## src/rtl/rr_arb8_idx.sv

```systemverilog
// Round-robin arbiter for 8 requesters with binary-index grant output,
// optional hold-time limit and a one-cycle timeout pulse.
module rr_arb8_idx #(
    parameter int unsigned MAX_HOLD = 16,
    parameter int unsigned CNT_W    = 5
) (
    input  logic       clk,
    input  logic       rst,
    input  logic [7:0] req,
    input  logic       done,
    output logic [2:0] gnt_idx,
    output logic       gnt_valid,
    output logic       timeout
);

    localparam int unsigned N     = 8;
    localparam int unsigned IDX_W = 3;

    localparam logic             HOLD_EN   = (MAX_HOLD != 0);
    localparam logic [CNT_W-1:0] HOLD_LAST = HOLD_EN ? CNT_W'(MAX_HOLD - 1) : '0;

    typedef enum logic {
        IDLE,
        GRANT
    } state_t;

    state_t             state, state_n;
    logic [IDX_W-1:0]   ptr, ptr_n;
    logic [CNT_W-1:0]   hold_cnt, hold_cnt_n;
    logic [IDX_W-1:0]   gnt_idx_n;
    logic               gnt_valid_n;
    logic               timeout_n;

    logic               win_found_c;
    logic [IDX_W-1:0]   win_idx_c;
    logic [IDX_W-1:0]   cand_c;
    logic               hold_hit_c;
    logic               grant_end_c;

    // First set request bit searching upward from ptr, wrapping modulo 8.
    always_comb begin
        win_found_c = 1'b0;
        win_idx_c   = '0;
        cand_c      = '0;
        for (int k = 0; k < N; k++) begin
            cand_c = IDX_W'(ptr + IDX_W'(k));
            if (!win_found_c && req[cand_c]) begin
                win_found_c = 1'b1;
                win_idx_c   = cand_c;
            end
        end
    end

    assign hold_hit_c  = HOLD_EN && (hold_cnt == HOLD_LAST);
    assign grant_end_c = done || !req[gnt_idx] || hold_hit_c;

    // Next-state and registered-output logic.
    always_comb begin
        state_n     = state;
        ptr_n       = ptr;
        hold_cnt_n  = hold_cnt;
        gnt_idx_n   = gnt_idx;
        gnt_valid_n = gnt_valid;
        timeout_n   = 1'b0;

        unique case (state)
            IDLE: begin
                gnt_valid_n = 1'b0;
                if (win_found_c) begin
                    gnt_idx_n   = win_idx_c;
                    gnt_valid_n = 1'b1;
                    hold_cnt_n  = '0;
                    state_n     = GRANT;
                end
            end
            GRANT: begin
                if (grant_end_c) begin
                    gnt_valid_n = 1'b0;
                    ptr_n       = IDX_W'(gnt_idx + IDX_W'(1));
                    state_n     = IDLE;
                    // Only the hold limit, with no done and no withdrawal, flags timeout.
                    timeout_n   = !done && req[gnt_idx];
                end else begin
                    hold_cnt_n = CNT_W'(hold_cnt + CNT_W'(1));
                end
            end
            default: begin
                state_n     = IDLE;
                gnt_valid_n = 1'b0;
            end
        endcase
    end

    always_ff @(posedge clk or posedge rst) begin
        if (rst) begin
            state     <= IDLE;
            ptr       <= '0;
            hold_cnt  <= '0;
            gnt_idx   <= '0;
            gnt_valid <= 1'b0;
            timeout   <= 1'b0;
        end else begin
            state     <= state_n;
            ptr       <= ptr_n;
            hold_cnt  <= hold_cnt_n;
            gnt_idx   <= gnt_idx_n;
            gnt_valid <= gnt_valid_n;
            timeout   <= timeout_n;
        end
    end

endmodule

```

## config.mk

```make
export PLATFORM = sky130hd
export DESIGN_NAME = rr_arb8_idx
export DESIGN_NICKNAME = d
export VERILOG_FILES = /design/src/rtl/rr_arb8_idx.sv
export SDC_FILE = /design/constraint.sdc
export NUM_CORES = 1
export LEC_CHECK = 0
export ABC_AREA = 1
export CORE_ASPECT_RATIO = 0.9
export CORE_MARGIN = 3
export CORE_UTILIZATION = 57
export CTS_CLUSTER_DIAMETER = 60
export CTS_CLUSTER_SIZE = 14
export DETAILED_ROUTE_END_ITERATION = 12
export GPL_TIMING_DRIVEN = 0
export PLACE_DENSITY_LB_ADDON = 0.2
export SLEW_MARGIN = 20
export SYNTH_ARGS = -nofsm -noshare
export SYNTH_HDL_FRONTEND = slang
export SYNTH_SLANG_ARGS = --single-unit
```

## constraint.sdc

```tcl
create_clock -name clk -period 3 [get_ports clk]
set_input_delay 0.6 -clock clk [delete_from_list [all_inputs] [get_ports clk]]
set_output_delay 0.6 -clock clk [all_outputs]
set_load 0.1 [all_outputs]
```

# After elaboration in Yosys (flattened, before gate mapping)

Cells that the tools add are included.

Logic and storage cells: 95
Flip-flop bits (word level): 14

Bitwise operators: 1
Order comparisons: 9
Reduce and logical (&&, ||, !) cells: 22
Equality and inequality tests: 4
Muxes and demuxes: 44
$add $sub $neg: 9

Operators by type and width:

| cell                                                       | count |
|---|---|
| less-than comparator 3 x 4 -> 1 bit, second input constant | 9 |
| binary-select mux 1 bit (select 3 bit)                     | 9 |
| two-way mux 3 bit                                          | 8 |
| two-way mux 1 bit                                          | 22 |
| adder 3 bit, second input constant                         | 4 |
| two-way mux 5 bit                                          | 2 |
| one-hot mux 5 bit (2 select lines)                         | 1 |
| zero test 1 bit                                            | 9 |
| logical AND 1 bit                                          | 8 |
| adder 3 x 1 -> 3 bit, second input constant                | 2 |
| adder 3 x 2 -> 3 bit, second input constant                | 2 |
| AND reduction 2 bit                                        | 3 |
| adder 5 x 1 -> 5 bit, second input constant                | 1 |
| == test 5 x 4 -> 1 bit, second input constant              | 1 |
| != test 2 bit, second input constant                       | 2 |
| one-hot mux 1 bit (2 select lines)                         | 2 |
| logical OR 1 bit                                           | 2 |
| != test 2 x 1 -> 1 bit, second input constant              | 1 |
| inverter 1 bit                                             | 1 |

# Longest topological paths before layout

Depth in word-level cells: 26
Gate-level depth with buffers: 17
Depth with buffers taken out: 16

# Worst setup path before layout

OpenSTA, ideal clock, no wires.

Path type: register to register
From: register gnt_idx[0]
To: register hold_cnt[2]
Clock period less this slack: 2.255 ns
Setup time: 0.118 ns
Path slack: 0.745 ns
Cell stages (with the launch flop): 11
Data arrival time: 2.137 ns
Path buffers: 0
Cells stage by stage: dfrtp_1 -> o21ai_0 -> nor2_1 -> nor2_1 -> o21ai_0 -> nand3_1 -> nor2_1 -> nand2_1 -> nor2_1 -> xor2_1 -> nor2_1

Word-level cells in the longest chain between the ends: 7

Ends and longest elaborated chain:

| element                                 | line | RTL |
|---|---|---|
| start, declared                         | 11   | `output logic [2:0] gnt_idx,` |
| start signal, assigned                  | 106  | `gnt_idx <= gnt_idx_n;` |
| binary-select mux 1 bit (select 3 bit)  | 55   | `assign grant_end_c = done \|\| !req[gnt_idx] \|\| hold_hit_c;` |
| two-way mux 1 bit (not written as such) | 55   |  |
| zero test 1 bit                         | 55   |  |
| logical OR 1 bit (2 in a row)           | 55   |  |
| != test 2 bit (no line)                 | -    |  |
| AND reduction 2 bit (no line)           | -    |  |
| end signal, assigned                    | 105  | `hold_cnt <= hold_cnt_n;` |
| end, declared                           | 29   | `logic [CNT_W-1:0] hold_cnt, hold_cnt_n;` |

No other way between the ends. The select of a mux whose other input is x is not followed.
A chain may end at the register's enable or synchronous reset.

# Worst setup path after layout

From: register gnt_idx[0]
To: output gnt_idx[0]

No word-level cell between the ends.

==> flow_metrics.tcl <==
set metrics [dict create \
    crit_type "reg2out" \
    finalClockSkew_ns 0.00542 \
    io_pins 16 \
    synth_top_family_by_area "simple AND/OR/NAND/NOR gates" \
    ant_nets 0 \
    path_cells "clkdlybuf4s50_1" \
    synthXorXnorAreaFrac_pct 6.37 \
    cp_slowest_stage_delay_ns 1.19 \
    avgViaCountPerCell 5.91 \
    drt_iter0_markers 127 \
    worst_ep_arrival_time_ns 2.01 \
    row_count 16 \
    worst_pin_slew_ns 0.976 \
    finalSetupTns_ns 0 \
    synth_nets 226 \
    dp_hpwl_mm 2.93 \
    cts.clk_slew.worst_paths_ns 0.09 \
    grt_overflow 0 \
    max_slew_margin_pct 34.7 \
    muxShareOfSynthArea_pct 0.671 \
    synthCells 210 \
    postSynthAreaPerCell_um2 7.11 \
    ys_warn_count 0 \
    yosys-top-cells-area "dfrtp_1 23%, nand2_1 13%, nand3_1 12%" \
    cp-start-kind "flip-flop" \
    grt_usage_pct 25.6 \
    yosysSeqAreaShare_pct 23.5 \
    required_ns 2.40 \
    cts_buffers 3 \
    dr.pass1.iters 4 \
    crit_path_end_kind "output pin" \
    die_y_um 54.5 \
    grt_pass1_wl_mm 6.15 \
    maxSlewViolCount 0 \
    cts.sinks 14 \
    syn_to_final_growth_pct 14.8 \
    synth_compound_area_share_pct 8.05 \
    nets 246 \
    crit_slowest_cell "clkdlybuf4s50_1" \
    totalWireLength_mm 3.69 \
    cp_top_family "buffers and inverters" \
    synthSimpleGateAreaFrac_pct 48.2 \
    cts-root-buf "clkbuf_4" \
    synth_top_area_share_pct 23.5 \
    antenna_found_initial 0 \
    ctsResizeCount 0 \
    grt_max_degree 15 \
    outcome "finished, final reports clean" \
    cts_tree "yes" \
    drive_gt1_share_pct 16.2 \
    synthAdderAreaFrac_pct 4.19 \
    antenna_cells 0 \
    rsz0062_at_grt "false" \
    hold_class "reg2reg" \
    post-cts-setup-buffers 0 \
    yosys.area.top_type "dfrtp_1" \
    crit_buf_inv 1 \
    coreArea_um2 2320 \
    ctsHtreeMaxLevel 1 \
    post-route-min-period_ns 2.61 \
    via_count 1512 \
    fp.dieW_um 59.9 \
    clockBufferDepth 2 \
    fmax_ghz 0.383 \
    fin_crit_sh_pct 87.0 \
    synth.distinct_cells 30 \
    finalSetupViolations 0 \
    final-hold-violation-count 0 \
    dieArea_um2 3270 \
    gp_congestion 0.961 \
    worstSkewPairLatency_ns 0.29 \
    start_util_pct 64.3 \
    port_buffers 15 \
    cts.hold.buffers_added 0 \
    post_synth_instance_area_um2 1490 \
    grt_pass1_vias 1447 \
    ys_ff_latch 14 \
    critPathMaxFanout 9 \
    wl_per_cell_um 14.4 \
    maxCapViolCount 0 \
    remaining_drc_errors 0 \
]
==> routing by layer <==
| metal | routed length [um] | up-vias | GRT usage [%] |
|---|---|---|---|
| met2 | 1750 | 58 | 43.2 |
| li1 | - | 730 | - |
| met4 | 59 | 0 | 10.7 |
| met1 | 1590 | 712 | 30.8 |
| met3 | 289 | 12 | 6.84 |
| met5 | 0 | - | 0 |
==> layout by cell type, fill, tap and decap left out <==
master,count
nand2_4,2
clkbuf_4,3
buf_6,3
xnor2_4,1
inv_6,1
nor2_4,1
clkbuf_8,1
nand3_1,36
xnor2_1,2
dfrtp_1,14
a21oi_1,2
inv_4,1
nand3b_4,1
a31oi_1,1
nand4_1,3
o21ai_2,1
o21a_1,4
nand4_4,1
clkdlybuf4s50_1,15
xor2_2,2
o21ai_0,13
nand2_2,6
inv_2,2
mux2i_1,1
ha_1,5
nand2_8,1
nor3_1,3
nor2_1,18
nand2_1,52
nand3_2,9
xor2_1,2
inv_1,21
nor2_8,1
==> worst paths after layout <==
check | startpoint | to | slack, ns | cells after the start
min reg2reg | gnt_valid | gnt_valid | 0.52 | 1
min | gnt_valid | gnt_valid | 0.52 | 1
max | gnt_idx[0] | gnt_idx[0] | 0.39 | 1
max in group asynchronous | rst | gnt_idx[2] | 2.00 | 2
max reg2reg | ptr[1] | gnt_valid | 0.48 | 14
min in group asynchronous | rst | hold_cnt[4] | 0.64 | 2
==> stage by stage <==
| step | area [um2] | std cells | hold WS, ns | worst slack [ns] | utilization (%) |
|---|---|---|---|---|---|
| floorplan | 1490 | 210 | 0.478 | 0.745 | - |
| global placement | 1680 | 252 | 0.480 | 0.530 | 72.2 |
| detailed placement | 1680 | 252 | 0.491 | 0.494 | 72.2 |
| CTS | 1710 | 256 | 0.517 | 0.385 | 73.8 |
| global route | 1710 | 256 | 0.530 | 0.311 | 73.8 |
| finish | 1710 | 256 | 0.521 | 0.391 | 73.8 |
==> kinds of logic after synthesis <==
family | after synthesis
XOR/XNOR | 7
flip-flops | 14
AND/OR/NAND/NOR | 134
buffers and inverters | 28
AO/OA/AOI/OAI | 21
multiplexers | 1
adder cells (fa/ha/maj) | 5
==> synthesized netlist by cell type, drive strengths merged <==
| cell | n |
|---|---|
| o21a | 4 |
| inv | 25 |
| buf | 3 |
| dfrtp | 14 |
| xor2 | 4 |
| xnor2 | 3 |
| o21ai | 14 |
| nor2 | 20 |
| a31oi | 1 |
| nand4 | 4 |
| nand3b | 1 |
| ha | 5 |
| mux2i | 1 |
| nand2 | 61 |
| nor3 | 3 |
| nand3 | 45 |
| a21oi | 2 |
==> flip-flops by register name (all words and copies together) (netlist names) <==
register and cells:
state 1, hold_cnt 5, gnt_valid 1, gnt_idx 3, ptr 3, timeout 1
==> layout make-up <==
cell class,instances,area (um2)
fillers,181,609
flip-flops and latches,14,350
inverters,25,101
clock buffers,4,36.3
well taps,27,33.8
repair buffers,15,150
plain buffers,3,33.8
multi-input cells,168,1010
Power is left out: the tool's default activity adds up to more than one toggle a clock period on the data nets, which glitch-free logic cannot reach.
